File: config.mk
export PLATFORM = sky130hd
export DESIGN_NAME = mult_seq_ctrl
export DESIGN_NICKNAME = d
export VERILOG_FILES = /design/src/rtl/mult_seq_ctrl_pkg.sv /design/src/rtl/mult_seq_ctrl.sv
export SDC_FILE = /design/constraint.sdc
export NUM_CORES = 1
export LEC_CHECK = 0
export BUFFER_PORTS_ARGS = -buffer_cell sky130_fd_sc_hd__buf_2
export CAP_MARGIN = 20
export CORE_ASPECT_RATIO = 1.1
export CORE_MARGIN = 2
export CORE_UTILIZATION = 53
export DETAILED_ROUTE_END_ITERATION = 8
export GPL_ROUTABILITY_DRIVEN = 0
export PLACE_DENSITY = 0.81
export SLEW_MARGIN = 20
export SYNTH_ARGS = -nofsm -noshare
export SYNTH_HDL_FRONTEND = slang
export SYNTH_SLANG_ARGS = --single-unit
export TNS_END_PERCENT = 1
File: constraint.sdc
create_clock -name clk -period 2.9 [get_ports clk]
set_clock_uncertainty 0.15 [all_clocks]
set_input_delay 0 -clock clk [delete_from_list [all_inputs] [get_ports clk]]
set_output_delay 0 -clock clk [all_outputs]
set_load 0.02 [all_outputs]
File: src/rtl/mult_seq_ctrl_pkg.sv
// Shared types and widths for the multiplier sequencer.
package mult_seq_ctrl_pkg;

    localparam int OP_W   = 8;
    localparam int PROD_W = 16;

    typedef enum logic [1:0] {
        IDLE  = 2'd0,
        START = 2'd1,
        WAIT  = 2'd2,
        HOLD  = 2'd3
    } state_t;

endpackage

File: src/rtl/mult_seq_ctrl.sv
// Purpose: feeds operand pairs to a shift-add multiplier, returns products, accumulates, watchdogs.
// Latency: out_valid rises 10 cycles after input acceptance; one transaction per 12 cycles at best.
// Backpressure: product holds in HOLD until out_ready; in_ready stays low until then.
module mult_seq_ctrl
    import mult_seq_ctrl_pkg::*;
#(
    parameter int ACC_W   = 24,
    parameter int TIMEOUT = 12
) (
    input  logic              clk,
    input  logic              rst_n,
    input  logic              in_valid,
    output logic              in_ready,
    input  logic [7:0]        in_a,
    input  logic [7:0]        in_b,
    output logic              out_valid,
    input  logic              out_ready,
    output logic [15:0]       out_data,
    output logic [ACC_W-1:0]  acc,
    input  logic              acc_clr,
    output logic              err,
    input  logic              err_clr,
    output logic              mult_start,
    output logic [7:0]        mult_a,
    output logic [7:0]        mult_b,
    input  logic              mult_ready,
    input  logic [15:0]       mult_result
);

    localparam int                CNT_W    = $clog2(TIMEOUT);
    localparam logic [CNT_W-1:0]  CNT_LAST = CNT_W'(TIMEOUT - 1);

    state_t           state, state_nxt;
    logic [CNT_W-1:0] wait_cnt;
    logic             accept, capture, timeout;
    logic [ACC_W-1:0] acc_base;

    assign in_ready   = (state == IDLE);
    assign mult_start = (state == START);
    assign acc_base   = acc_clr ? '0 : acc;

    always_ff @(posedge clk or negedge rst_n) begin
        if (!rst_n) state <= IDLE;
        else        state <= state_nxt;
    end

    always_comb begin
        state_nxt = state;
        accept    = 1'b0;
        capture   = 1'b0;
        timeout   = 1'b0;
        case (state)
            IDLE: begin
                if (in_valid) begin
                    accept    = 1'b1;
                    state_nxt = START;
                end
            end
            START: state_nxt = WAIT;
            WAIT: begin
                // The multiplier was re-initialised at the START edge, so ready is genuine here.
                if (mult_ready) begin
                    capture   = 1'b1;
                    state_nxt = HOLD;
                end else if (wait_cnt == CNT_LAST) begin
                    timeout   = 1'b1;
                    state_nxt = IDLE;
                end
            end
            HOLD: begin
                if (out_ready) state_nxt = IDLE;
            end
            default: state_nxt = IDLE;
        endcase
    end

    always_ff @(posedge clk or negedge rst_n) begin
        if (!rst_n) begin
            mult_a    <= '0;
            mult_b    <= '0;
            wait_cnt  <= '0;
            out_valid <= 1'b0;
            out_data  <= '0;
        end else begin
            if (accept) begin
                mult_a <= in_a;
                mult_b <= in_b;
            end
            if (state == START)     wait_cnt <= '0;
            else if (state == WAIT) wait_cnt <= wait_cnt + 1'b1;
            if (capture) begin
                out_data  <= mult_result;
                out_valid <= 1'b1;
            end else if (state == HOLD && out_ready) begin
                out_valid <= 1'b0;
            end
        end
    end

    // Clear-then-add when acc_clr coincides with a capture.
    always_ff @(posedge clk or negedge rst_n) begin
        if (!rst_n)       acc <= '0;
        else if (capture) acc <= acc_base + ACC_W'(mult_result);
        else if (acc_clr) acc <= '0;
    end

    always_ff @(posedge clk or negedge rst_n) begin
        if (!rst_n)       err <= 1'b0;
        else if (timeout) err <= 1'b1;
        else if (err_clr) err <= 1'b0;
    end

endmodule

After elaboration in Yosys (flattened, before gate mapping)
Cells that the tools add are included.

Word-level logic and storage cells: 43. Input bits: 39. Flip-flop bits (word level): 64. Output and inout bits: 60.

Equality and inequality tests: 7. $add $sub $neg: 2. Mux-type cells: 20. Reduce and logical (&&, ||, !) cells: 6.

Operators by type and width (count): $mux 24 (2); $add 24x16->24 (1); $mux 1 (11); $mux 2 (4); $mux 4 (2); $pmux 2 s4 (1); $reduce_bool 2->1 (3); $add 4x1->4 const B (1); $eq 2x2->1 const B (2); $eq 4x4->1 const B (1); $ne 2x2->1 const B (2); $ne 3x3->1 const B (1); $reduce_and 3->1 (1); $eq 2x1->1 const B (1); $logic_not 2->1 (1); $logic_and 1x1->1 (1).

Depth between registers and ports, before layout
Gate-level depths: netlist (run 1).

Word-level depth: 5. Gate-level depth with buffers: 10.

Worst setup path before layout (run 1)
OpenSTA, ideal clock, no wires.

Kind: flip-flop to flip-flop. Start point: register acc[0]. End point: register acc[20]. Data required time: 2.625 ns. Period minus slack after synthesis: 2.522 ns. Arrival time: 2.246 ns. Setup slack: 0.378 ns. Stages on the path, launching flop included: 11. Path through: dfrtp_1 nor2b_1 ha_1 inv_1 fa_1 nor2b_1 o31a_2 o2111ai_2 a31oi_4 o21bai_2 mux2_4.

Cells in the longest elaborated chain, start to end: 3.

RTL lines: start, declared (line mult_seq_ctrl.sv:19) `output logic [ACC_W-1:0] acc,`; start signal, assigned (line mult_seq_ctrl.sv:103) `else if (capture) acc <= acc_base + ACC_W'(mult_result);`; $mux 24; $add 24x16->24 (line mult_seq_ctrl.sv:103); $mux 24 (line mult_seq_ctrl.sv:103).

No other way between the ends. A chain may end at the register's enable or synchronous reset.

Worst setup path in the final report (run 1)
Ends and elaborated chain as after synthesis.

==> results of run 1 <==
cell families after synthesis:
| kind of cell | synth area share |
|---|---|
| simple gates | 0.195 |
| compound gates | 0.167 |
| flops | 0.435 |
| buf+inv | 0.0316 |
| fa+ha+maj | 0.0768 |
| mux | 0.0663 |
| xor+xnor | 0.0286 |
flip-flops by register name, indices dropped and copies added (netlist names):
register   cells
out_valid      1
acc           24
mult_b         8
state          2
out_data      16
mult_a         8
wait_cnt       4
err            1
Yosys cell counts, drive strengths merged, types with 2 or more instances:
cell     count  area (sq um)
nand2       82           310
dfrtp       64          1600
o21ai       26           138
nor2b       24           153
ha          21           263
mux2        21           244
a21oi       19           103
inv         16          60.1
nor2        12          45.0
a21o        11          82.6
xnor2       10          87.6
nand3        8          40.0
clkbuf       7          26.3
o211ai       6          50.1
and2         5          31.3
buf          5          30.0
a211o        3          26.3
a21boi       3          26.3
and3         3          18.8
nand2b       3          18.8
nand4        3          18.8
nor3         3          15.0
o21bai       3          26.3
a31o         2          17.5
a31oi        2          27.5
o2111ai      2          23.8
o21a         2          15.0
o22ai        2          12.5
or3          2          12.5
xor2         2          17.5
layer usage:
| layer | global-route usage | wire length [microns] | vias up |
|---|---|---|---|
| met5 | 0 | 0 | - |
| met4 | 0.0968 | 161 | 0 |
| met3 | 0.0527 | 484 | 14 |
| met2 | 0.456 | 4720 | 109 |
| met1 | 0.319 | 3940 | 1549 |
| li1 | - | - | 1611 |
metrics by stage:
step | utilization | std cells | hold slack (ps)
floorplan | - | 385 | -446
global placement | 0.638 | 558 | -82.0
detailed placement | 0.638 | 558 | -79.5
CTS | 0.728 | 612 | 0.402
global route | 0.728 | 612 | 39.2
finish | 0.728 | 612 | 9.98
final timing paths:
| path | slack, ps | startpoint | cells after the start | end |
|---|---|---|---|---|
| min in group asynchronous | 100 | rst_n | 2 | wait_cnt[3] |
| setup reg to reg | 220 | acc[0] | 10 | acc[20] |
| hold reg to reg | 320 | out_data[2] | 2 | out_data[2] |
| hold / removal | 10 | acc_clr | 4 | acc[6] |
| max in group asynchronous | 1600 | rst_n | 3 | acc[13] |
| setup / recovery | 220 | acc[0] | 10 | acc[20] |
power by group:
part	leakage, uW	internal, uW	switching (uW)
registers	0.000812	1240	195
clock network	0.000112	502	352
logic	0.00159	765	1160
total	0.00251	2510	1710
what timing repair did:
item | CTS | global route
hold endpoints to repair | 65 | 0
hold buffers | 38 | 0
setup endpoints to repair | 0 | 0
buffers inserted | 0 | 0
cell type report:
cell class,count,area (sq um)
multi-input combinational,293,1960
fill,473,1820
sequential,64,1600
timing repair buffer,141,908
clock buffer,10,138
tap,82,103
clock inverter,6,82.6
inverter,16,60.1
worst max-delay path, cell delays in order (launching register included):
cell       delay [ps]
dfrtp_1           360
nor2b_1           180
ha_1              200
inv_1              60
fa_1              390
nor2b_1           210
o31a_2            200
o2111ai_2         160
a31oi_4           280
o21bai_2          100
mux2_4            300
==> impl_metrics.ini, run 1 <==
[global_routing]
grt_max_degree = 36
grt_pass1_vias = 3369
antenna_found_initial = 0
overflow = 0
track_usage = 0.261
grt_pass1_wl_microns = 16000

[yosys]
synth_nets = 446
synth_edf_count = 0
syn_area_sq_um = 3680
seq_area_frac_synth = 0.435
async_flop_share = 1.00
yosys_warnings = 0
ys_types = 56
ys_seq_elements = 64
synthFlopType = dfrtp_1
syn_inst = 385
syn_avg_cell_area_sq_um = 9.56

[worst_setup_path]
cp_max_fo = 4
required_ps = 2990
cp-start-kind = register
crit_path_end_kind = register
path_class = reg -> reg
arrival_ps = 2770

[placed_design]
dp_slack_ps = 304
place_area_sq_um = 4260
dpl.hpwl_microns = 6270
io_buffers = 98

[power]
leakage_uw = 0.00251
power_uw = 4210
power_density_nw_per_um2 = 868
irDropWorstVdd_mv = 0.548

[cells_and_area]
diodes = 0
syn2layout_area_growth_pct = 31.9
layout_commonest_cell = buf_2
design_area_sq_um = 4860
final_cell_mix = buf_2 (98), nand2_1 (81), dfrtp_1 (64)
fin_nets = 586
layout-drive-gt1-share = 0.292

[sta]
period_needed_ps = 2680
worst_slew_pin_slew_ps = 675
maxSlewViolCount = 0
setup_viol = 0
max-slew-margin-rel = 0.550
worst_slack_ps = 219
fin_tns_setup_ps = 0
fin_crit_sh = 0.924
rsz0062_at_grt = no
max_freq_mhz = 373
finalHoldViolCount = 0

[clocking]
path_clk_slew_ps = 70
clock-sinks = 64
cts_root_buf = clkbuf_8
ctsResizeCount = 0
clk_path_buf_depth = 2
clk_latency_ps = 350
ctsHtreeMaxLevel = 3
cts_tree = built
cts_made_buffers = 9

[route]
drcViolationCount = 0
firstDrtPassIters = 4
ant_nets = 0
wire_per_inst_microns = 15.2
vias = 3283
via_per_inst = 5.36
drtIter0Drc = 157
routed_wl_microns = 9300

[floorplan]
die_h_microns = 91.4
die_area_sq_um = 7630
initial_core_util = 0.552
core.rowCount = 31
ioPinCount = 99
core-area_sq_um = 6670
chipWidth_microns = 83.5

[job]
cap_violations = 0

[hold_path]
min_path_type = in -> reg

[outcome]
status = completed
No activity file was read; power rests on OpenSTA's default activity.
==> inputs of run 2 (changes only) <==
Settings changed: PLACE_DENSITY 0.81 to 0.8.
==> run 2 against run 1 <==
  * First-iteration DRC count grew 17%
  * Final area fell by 0.90%
  * Sequential cell count unchanged
  * Critical endpoint unchanged
==> impl_metrics.ini, run 2 (synthesis results as in run 1) <==
[outcome]
status = completed

[cells_and_area]
layout-drive-gt1-share = 0.289
largest_register_ffs = 24
diodes = 0
largest_registers = acc: 24 flops, out_data: 16 flops
regMostFlops = acc
layout_commonest_cell = buf_2
postLayoutCoreUtil = 0.721
fin_nets = 586
syn2layout_area_growth_pct = 30.7
final_cell_mix = buf_2 (98), nand2_1 (81), dfrtp_1 (64)

[sta]
whs_ps = 34.3
max-slew-margin-rel = 0.543
finalHoldViolCount = 0
maxSlewViolCount = 0
rsz0062_at_grt = no
period_needed_ps = 2740
worst_slew_pin_slew_ps = 685
max_freq_mhz = 365
fin_crit_sh = 0.944
setup_viol = 0
fin_tns_setup_ps = 0

[clocking]
ctsHtreeMaxLevel = 3
clk_path_buf_depth = 2
clock-sinks = 64
cts_root_buf = clkbuf_8
path_clk_slew_ps = 70
ctsResizeCount = 0
cts_made_buffers = 9
cts_tree = built
clk_latency_ps = 360

[floorplan]
die_area_sq_um = 7630
initial_core_util = 0.552
chipWidth_microns = 83.5
die_h_microns = 91.4
ioPinCount = 99
core-area_sq_um = 6670
core.rowCount = 31

[route]
via_per_inst = 5.50
ant_nets = 0
routed_wl_microns = 9650
drcViolationCount = 0
firstDrtPassIters = 5
drtIter0Drc = 183
wire_per_inst_microns = 15.8
vias = 3364

[power]
p_comb_frac = 0.477
p_switching_uw = 1710
internal-power_uw = 2330
irDropWorstVdd_mv = 0.530
clkPwrFrac = 0.169
leakage_uw = 0.00249
seqPwrFrac = 0.354
power_density_nw_per_um2 = 840
sw_frac_of_total = 0.423

[global_routing]
antenna_found_initial = 0
grt_pass1_wl_microns = 16300
track_usage = 0.267
grt_max_degree = 37
overflow = 0
grt_pass1_vias = 3456

[worst_setup_path]
cp-start-kind = input port
arrival_ps = 2830
reg2reg_depth = 10
path_class = in -> reg
cp_max_fo = 19
required_ps = 2990
crit_chain = dlygate4sd3_1 > buf_2 > nor2b_1 > ha_1 > inv_1 > fa_1 > nor2b_1 > o31a_2 > o2111ai_2 > a31oi_4 > o21bai_2 > mux2_4
crit_path_end_kind = register
slowest_delay_ps = 540
crit_top_cell = nor2b_1
slowest_stage = dlygate4sd3_1

[hold_path]
min_path_type = in -> reg
hold-path-cell-count = 4

[placed_design]
io_buffers = 98
dpl.hpwl_microns = 6360

[job]
cap_violations = 0
==> run 2: changes by cell type in the layout (fill, tap and decap cells not counted) <==
cell	change
buf_12	+1
bufinv_16	-2
clkbuf_1	+3
clkinv_2	-1
dlygate4sd3_1	-1
==> run 2: power by group through the flow <==
stage                     Clock, uW  Sequential, uW  Combinational, uW
after CTS                       691            1420               1920
after global routing            737            1480               2090
after floorplan                   0            1800                920
after detailed placement          0            1440               1870
after global placement            0            1410               1820
final                           684            1430               1930
==> run 2: final cells by class <==
| class | count | area [sq um] |
|---|---|---|
| flip-flops and latches | 64 | 1600 |
| well taps | 82 | 103 |
| inverters | 16 | 60.1 |
| multi-input cells | 293 | 1960 |
| repair buffers | 141 | 918 |
| clock inverters | 3 | 17.5 |
| clock buffers | 13 | 149 |
| fillers | 493 | 1860 |
==> run 2: repair_timing <==
item	CTS	global route
setup buffers	0	0
hold buffers	37	0
setup endpoints to repair	0	0
endpoints found under the hold margin	65	0
==> run 2: metal layers <==
layer	global-route usage	up-vias	routed length [microns]
li1	-	1607	-
met1	0.313	1605	3960
met2	0.466	124	4860
met3	0.0609	28	571
met4	0.120	0	260
met5	0	-	0
==> run 2: worst max-delay path: cells and delay by family <==
| kind | cells | cell delay, ps |
|---|---|---|
| fa+ha+maj | 2 | 580 |
| simple gates | 2 | 370 |
| mux | 1 | 300 |
| compound gates | 4 | 710 |
| buf+inv | 3 | 840 |
==> run 2: worst paths after layout <==
check	startpoint	endpoint	slack, ps
min reg2reg	out_valid	out_valid	320
min in group asynchronous	rst_n	state[0]	80
min	in_valid	state[0]	30
max	acc_clr	acc[20]	160
max reg2reg	acc[0]	acc[20]	300
max in group asynchronous	rst_n	acc[15]	1890
==> run 2: metrics by stage <==
step                      instances  power, uW  setup slack, ps  area (sq um)
after detailed placement        559       3300              343          4280
after global routing            612       4310             5.81          4810
after global placement          559       3240              416          4280
after CTS                       612       4030              188          4810
final                           612       4040              162          4810
after floorplan                 385       2720              378          3680
==> inputs of run 3 (changes only) <==
Settings changed: CTS_BUF_LIST set to sky130_fd_sc_hd__clkbuf_16.
==> run 3 against run 2 <==
  * Wire length increased by 0.60%
  * Die area unchanged
  * Combinational power about the same
  * Worst setup slack improved by 29 ps
  * Utilization increased by 1.4 points
  * Worst hold slack improved by 11 ps
  * Final area increased by 2.0%
  * Via count increased by 1.0%
  * Cell count unchanged
  * Maximum frequency increased by 1.1%
==> impl_metrics.ini, run 3 (synthesis results as in run 1) <==
[cells_and_area]
largest_register_ffs = 24
fin_cells = 612
layout_commonest_cell = buf_2
final_cell_mix = buf_2 (97), nand2_1 (81), dfrtp_1 (64)
layout-drive-gt1-share = 0.287
regMostFlops = acc
design_area_sq_um = 4910
diodes = 0
fin_nets = 586
largest_registers = acc: 24 flops, out_data: 16 flops
syn2layout_area_growth_pct = 33.3

[worst_setup_path]
path_class = in -> reg
cp-start-kind = input port
slowest_stage = dlygate4sd3_1
crit_top_cell = nor2b_1
critPathBufInv = 3
slowest_delay_ps = 540
crit_chain = dlygate4sd3_1 > clkbuf_4 > nor2b_1 > ha_1 > inv_1 > fa_1 > nor2b_1 > o31a_2 > o2111ai_2 > a31oi_4 > o21bai_2 > mux2_4
critical-path-top-delay-family = buffers and inverters
arrival_ps = 2770
r2r_slack_ps = 340
crit_path_end_kind = register
cp_max_fo = 19
required_ps = 2960

[sta]
max_freq_mhz = 369
max-slew-margin-rel = 0.539
finalHoldViolCount = 0
rsz0062_at_grt = no
fin_crit_sh = 0.934
fin_tns_setup_ps = 0
period_needed_ps = 2710
maxSlewViolCount = 0
setup_viol = 0
worst_slew_pin_slew_ps = 691

[placed_design]
placedCellCount = 559
place_area_sq_um = 4280
io_buffers = 98
dpl.hpwl_microns = 6360

[floorplan]
initial_core_util = 0.552
die_h_microns = 91.4
ioPinCount = 99
die_area_sq_um = 7630
core.rowCount = 31
core-area_sq_um = 6670
chipWidth_microns = 83.5

[global_routing]
grt_pass1_wl_microns = 16600
grt_pass1_vias = 3459
grt_max_degree = 37
overflow = 0
track_usage = 0.270
antenna_found_initial = 0

[route]
vias = 3399
wire_per_inst_microns = 15.9
via_per_inst = 5.55
routed_wl_microns = 9710
drcViolationCount = 0
drtIter0Drc = 196
firstDrtPassIters = 4
ant_nets = 0

[hold_path]
min_path_type = in -> reg

[clocking]
ctsHtreeMaxLevel = 3
cts_made_buffers = 9
clk_latency_ps = 330
cts_root_buf = clkbuf_16
clk_path_buf_depth = 2
cts_setup_buffers = 0
path_clk_slew_ps = 50
clock-sinks = 64
cts_tree = built

[power]
power_density_nw_per_um2 = 876
irDropWorstVdd_mv = 0.579
power_uw = 4300
leakage_uw = 0.00254

[outcome]
status = completed

[job]
cap_violations = 0
==> run 3: final cells by class <==
cell class | instances | area, sq um
multi-input cells | 293 | 1960
well taps | 82 | 103
fillers | 479 | 1770
inverters | 16 | 60.1
repair buffers | 141 | 921
clock buffers | 9 | 225
clock inverters | 7 | 32.5
flip-flops and latches | 64 | 1600
==> run 3: path summary, 6_finish.rpt <==
check                          start   endpoint  cells past startpoint
min reg2reg                out_valid  out_valid                      2
max in group asynchronous      rst_n    acc[15]                      3
min                         in_valid   state[1]                      4
max reg2reg                   acc[0]    acc[20]                     10
max                          acc_clr    acc[20]                     12
min in group asynchronous      rst_n     acc[1]                      2
==> run 3: report_power, final <==
| part | internal [uW] | switching [uW] | total (uW) |
|---|---|---|---|
| Clock | 561 | 376 | 937 |
| Sequential | 1240 | 192 | 1430 |
| Combinational | 763 | 1160 | 1930 |
| Total | 2570 | 1730 | 4300 |
==> run 3: metrics by stage <==
stage / setup slack (ps) / hold slack, ps / utilization
finish: 191 / 45.0 / 0.735
global route: 16.4 / 84.7 / 0.735
CTS: 154 / 48.4 / 0.735
detailed placement: 343 / -77.9 / 0.641
global placement: 416 / -71.4 / 0.641
floorplan: 378 / -446 / -
==> run 3: tightest hold or removal path: cells and delay by family <==
kind | cells | cell delay, ps
AO/OA/AOI/OAI | 2 | 310
buffers and inverters | 2 | 160
==> run 3: metal layers <==
layer	up-vias	global-route usage	routed length, microns
met1	1642	0.314	3870
li1	1609	-	-
met2	121	0.485	5030
met4	0	0.114	241
met5	-	0	0
met3	27	0.0500	558
==> run 3: repair_timing <==
item,4_1_cts,5_1_grt
resized for setup,0,1
endpoints found under the setup margin,0,2
endpoints found under the hold margin,64,0
hold buffers,37,0
